[src/rtl/dmem_responder.sv]
// Single-port data memory responder: accepts one request at a time, inserts
// WAIT wait states, then returns a one-cycle Ready strobe with read data/error.
module dmem_responder #(
  parameter int WAIT = 2,
  parameter int AW   = 6
) (
  input  logic          CLK,
  input  logic          Reset,
  input  logic          Req,
  input  logic          MemWrite,
  input  logic [31:0]   Addr,
  input  logic [31:0]   WriteData,
  input  logic [3:0]    ByteEn,
  output logic          Ready,
  output logic [31:0]   ReadData,
  output logic          Error,
  input  logic [AW-1:0] ReadMem,
  output logic [31:0]   MemData
);

  // Handshake: Req is a level held with Addr/MemWrite/WriteData/ByteEn stable
  // until Ready; Ready pulses for exactly one cycle per accepted request, and
  // a request is only accepted in IDLE, so there is at least one idle cycle
  // between back-to-back responses.

  typedef enum logic [1:0] {stIdle, stWait, stResp} stateT;

  localparam bit         NoWait  = (WAIT == 0);
  localparam logic [3:0] CntInit = NoWait ? 4'd0 : 4'(WAIT - 1);

  logic [31:0] mem [2**AW];

  stateT       state, nextState;
  logic [3:0]  count, nextCount;
  logic        captureEn, enterResp;

  logic [AW+1:0] capAddr;
  logic          capWrite;
  logic [31:0]   capData;
  logic [3:0]    capBe;

  logic [AW+1:0] selAddr;
  logic          selWrite;
  logic [31:0]   selData;
  logic [3:0]    selBe;
  logic [AW-1:0] selIdx;
  logic          selMis;
  logic          commit;

  logic unusedAddr;
  assign unusedAddr = ^Addr[31:AW+2];

  always_comb begin
    nextState = state;
    nextCount = count;
    captureEn = 1'b0;
    enterResp = 1'b0;
    case (state)
      stIdle: begin
        if (Req) begin
          captureEn = 1'b1;
          if (NoWait || (Addr[1:0] != 2'b00)) begin
            nextState = stResp;
            enterResp = 1'b1;
          end else begin
            nextState = stWait;
            nextCount = CntInit;
          end
        end
      end
      stWait: begin
        if (count == 4'd0) begin
          nextState = stResp;
          enterResp = 1'b1;
        end else begin
          nextCount = count - 4'd1;
        end
      end
      stResp:  nextState = stIdle;
      default: nextState = stIdle;
    endcase
  end

  // When RESP is entered straight from IDLE the live inputs have not been
  // captured yet, so the transaction is taken from the ports in that case.
  always_comb begin
    selAddr  = (state == stIdle) ? Addr[AW+1:0] : capAddr;
    selWrite = (state == stIdle) ? MemWrite     : capWrite;
    selData  = (state == stIdle) ? WriteData    : capData;
    selBe    = (state == stIdle) ? ByteEn       : capBe;
    selIdx   = selAddr[AW+1:2];
    selMis   = (selAddr[1:0] != 2'b00);
    commit   = enterResp && !selMis && selWrite;
  end

  always_ff @(posedge CLK or posedge Reset) begin
    if (Reset) begin
      state    <= stIdle;
      count    <= 4'd0;
      Ready    <= 1'b0;
      Error    <= 1'b0;
      ReadData <= 32'd0;
      capAddr  <= '0;
      capWrite <= 1'b0;
      capData  <= 32'd0;
      capBe    <= 4'd0;
    end else begin
      state <= nextState;
      count <= nextCount;
      Ready <= enterResp;
      Error <= enterResp && selMis;
      if (enterResp) ReadData <= selMis ? 32'd0 : mem[selIdx];
      if (captureEn) begin
        capAddr  <= Addr[AW+1:0];
        capWrite <= MemWrite;
        capData  <= WriteData;
        capBe    <= ByteEn;
      end
    end
  end

  // Array has no reset; Reset still blocks a commit on a coincident edge.
  always_ff @(posedge CLK) begin
    if (commit && !Reset) begin
      for (int i = 0; i < 4; i++) begin
        if (selBe[i]) mem[selIdx][8*i +: 8] <= selData[8*i +: 8];
      end
    end
  end

  assign MemData = mem[ReadMem];

endmodule

[config.mk]
export PLATFORM = sky130hd
export DESIGN_NAME = dmem_responder
export DESIGN_NICKNAME = d
export VERILOG_FILES = /design/src/rtl/dmem_responder.sv
export SDC_FILE = /design/constraint.sdc
export NUM_CORES = 2
export LEC_CHECK = 0
export ABC_AREA = 1
export BUFFER_PORTS_ARGS = -buffer_cell sky130_fd_sc_hd__buf_2
export CAP_MARGIN = 20
export CELL_PAD_IN_SITES_DETAIL_PLACEMENT = 1
export CELL_PAD_IN_SITES_GLOBAL_PLACEMENT = 2
export CORE_MARGIN = 2
export CORE_UTILIZATION = 29
export CTS_BUF_LIST = sky130_fd_sc_hd__clkbuf_16
export CTS_CLUSTER_DIAMETER = 200
export DETAILED_ROUTE_END_ITERATION = 8
export PLACE_DENSITY = 0.64
export SYNTH_ARGS = -nofsm -noshare
export SYNTH_HDL_FRONTEND = slang
export SYNTH_SLANG_ARGS = --single-unit
[constraint.sdc]
create_clock -name CLK -period 4.8 [get_ports CLK]
set_input_delay 0.96 -clock CLK [delete_from_list [all_inputs] [get_ports CLK]]
set_output_delay 0.96 -clock CLK [all_outputs]
set_load 0.005 [all_outputs]
==> flow_metrics.py <==
metrics = {
    "timing": {
        "fmax_ghz": 0.214,
        "min_period_ns": 4.67,
        "fin_crit_sh_pct": 97.2,
        "fin_tns_setup_ns": 0,
        "hold_slack_ns": 0.237,
        "hold_violations": 0,
        "finClkSkew_ns": 0.0443,
        "slew_viol_final": 0,
        "setup-violations-final": 0,
        "slew_headroom_pct": 16.9,
        "worst_slew_pin_slew_ns": 1.24,
        "rsz0062_at_grt": "false",
    },
    "route": {
        "drt.antenna.violating_nets": 0,
        "via_count": 94100,
        "drtIter0Drc": 7953,
        "vias_per_cell": 5.29,
        "wirelength_um": 516000,
        "drt_first_pass_iters": 6,
        "route.detailed.drc": 0,
        "wl_per_cell_um": 29.0,
    },
    "layout": {
        "area_delta_synth_final_pct": 17.3,
        "drive_above_1_share_pct": 9.92,
        "layout.cells.non_filler": 17800,
        "nets": 12700,
        "finish.utilization_pct": 34.1,
    },
    "cts": {
        "clkSinkCount": 2133,
        "htree_levels": 5,
        "clock_path_buffers": 4,
        "post_cts_buffers": 0,
        "cts_buffers": 267,
        "clk_latency_ns": 0.92,
        "cts_root_buf": "clkbuf_16",
        "cts.hold.buffers_added": 0,
        "path_clk_slew_ns": 0.06,
        "cts_tree": "built",
        "ctsResizeCount": 0,
    },
    "die": {
        "die_w_um": 614,
        "ios": 144,
        "fp.coreArea_um2": 371000,
        "initial_core_util_pct": 29.1,
        "die_area_um2": 377000,
        "row_count": 224,
        "die_y_um": 614,
    },
    "synth": {
        "synthesis.nets": 12500,
        "synth_xor_area_share_pct": 0.00812,
        "yosys.area_share.simple_pct": 23.4,
        "synth_seq_cells": 2133,
        "synthTopCellsByCount": "4015 x nand2_1, 2048 x edfxtp_1, 1342 x o21ai_0",
        "synth_top_family_by_area": "simple AND/OR/NAND/NOR gates",
        "yosysTopAreaCell": "edfxtp_1",
        "synthCells": 12400,
        "synthTopCellsByArea": "edfxtp_1 57%, nand2_1 14%, o21ai_0 6.2%",
        "synth.area.mux_share_pct": 0,
        "yosys.cell_types.count": 37,
        "synth-edff-count": 2048,
        "yosys_warnings": 0,
        "ys_async_sr_fraction_pct": 3.98,
        "yosysMostFrequentCell": "nand2_1",
        "synthAdderAreaFrac_pct": 0.0232,
        "yosysTopAreaCellShare_pct": 57.0,
        "synth_compound_area_share_pct": 11.1,
        "syn_area_um2": 108000,
        "synth_top_flop_cell": "edfxtp_1",
        "seq_area_frac_synth_pct": 59.0,
        "avgSynthCellArea_um2": 8.70,
    },
    "outcome": {
        "outcome": "complete, no violations",
    },
    "placement": {
        "gp_congestion": 0.859,
        "dp_hpwl_um": 333000,
        "place_inst": 17300,
        "io_buffers": 119,
    },
    "global_route": {
        "grtUsageTotal_pct": 26.8,
        "grt_max_degree": 89,
        "antenna_found_initial": 35,
        "overflow": 0,
        "grt_pass1_vias": 95600,
        "grt_pass1_wl_um": 722000,
    },
    "pwr": {
        "ir_drop_v": 0.000575,
        "p_leak_uw": 0.0500,
        "powerDensity_nw_per_um2": 605,
    },
    "worst_setup_path": {
        "ff2ff_setup_slack_ns": 0.16,
        "crit_chain": "buf_8, inv_8, buf_4, o21ai_0, o22ai_1, nand2_1, nand3_1, nand3_1, a21oi_1, or2_2, buf_2",
        "cpPeakStageDelay_ns": 0.47,
        "crit_top_cell": "nand3_1",
        "path_buf_inv": 4,
        "slowest_stage": "a21oi_1",
        "critPathTopFamily": "buffers and inverters",
        "worstPathArrival_ns": 3.71,
        "crit_required_ns": 3.84,
        "crit_type": "in -> out",
        "r2r_end": "mem[19][5]",
        "cp-start-kind": "primary input",
        "cp_max_fo": 21,
        "ff2ff_path_depth": 9,
        "r2r_start": "state[0]",
        "endpoint_kind": "primary output",
    },
    "min_path": {
        "min_path_type": "in -> async",
    },
    "run": {
        "drv_cap": 0,
    },
}
## power breakdown
part           leakage (uW)  internal (uW)  switching (uW)
Clock               0.00424          11000            8250
Combinational        0.0261           7280           25800
Sequential           0.0196          24100             208
Total                0.0500          42400           34300
## routing by layer
layer  track usage (%)  vias to the layer above  part of all wire, %
li1                  -                    42300                    -
met3              4.05                      841                  5.7
met2              44.3                     2820                   47
met1              33.9                    48200                   41
met4              13.9                        6                  5.7
met5                 0                        -               0.0081
## placed cells by master (no fill, tap or decap), types with 12 or more instances in the layout
master     instances
bufinv_16         12
o211ai_1          64
o21ai_1           29
nor3_1            13
edfxtp_1        2048
inv_1            924
o21ai_4           33
clkinv_2          32
nand4_1          119
nand3_1         1001
clkbuf_16        278
or2_2             19
o21ai_0         1310
nor2_1          1040
a21oi_1          508
buf_2            114
dfrtp_1           85
buf_4            578
diode_2           34
inv_2             14
clkinv_1          50
buf_12           131
and2_1            20
o22ai_1          279
nand2_1         4013
## cell families after synthesis
family | Yosys count
AOI/OAI and AO/OA | 2257
xor gates and xnor gates | 1
adders and majority gates | 2
buffers and inverters | 1758
DFF | 2133
and+or+nand+nor | 6257
## worst reg2reg max path, delay by kind of cell (launching register included)
family	cells	cell delay, ns
simple gates	5	2.74
buf+inv	3	0.93
flops	1	0.41
compound gates	1	0.23
## state kept, by name (all words and copies together), names as in the netlist
register	flops
capAddr	8
capWrite	1
Error	1
capData	32
ReadData	32
Ready	1
count	4
capBe	4
mem	2048
state	2
## metrics by stage
step / total power [uW] / instance area, um2 / worst slack (ns)
floorplan: 41600 / 108000 / 0.548
finish: 76600 / 127000 / 0.134
detailed placement: 57600 / 118000 / 0.154
global placement: 57200 / 118000 / 0.169
CTS: 77000 / 127000 / 0.185
global route: 79900 / 127000 / 0.183
## area by class of cell
class                      instances  area [um2]
antenna                           34        85.1
inverter                         872        3310
multi-input combinational       8517       37700
clock inverter                   176        1080
timing repair buffer             829        7650
tap                             4972        6220
sequential                      2133       63600
fill                           42700      245000
clock buffer                     278        6960
## worst max-delay path by stage
stage | startpoint | to | slack [ns] | cells after the start
after floorplan | state[0] | mem[0][0] | 0.55 | 5
after global placement | Addr[7] | mem[19][5] | 0.17 | 10
after detailed placement | Addr[7] | mem[19][5] | 0.15 | 10
after CTS | ReadMem[1] | MemData[6] | 0.19 | 11
after global routing | ReadMem[1] | MemData[24] | 0.18 | 13
final | ReadMem[1] | MemData[6] | 0.13 | 11
No activity file was read; power rests on OpenSTA's default activity.
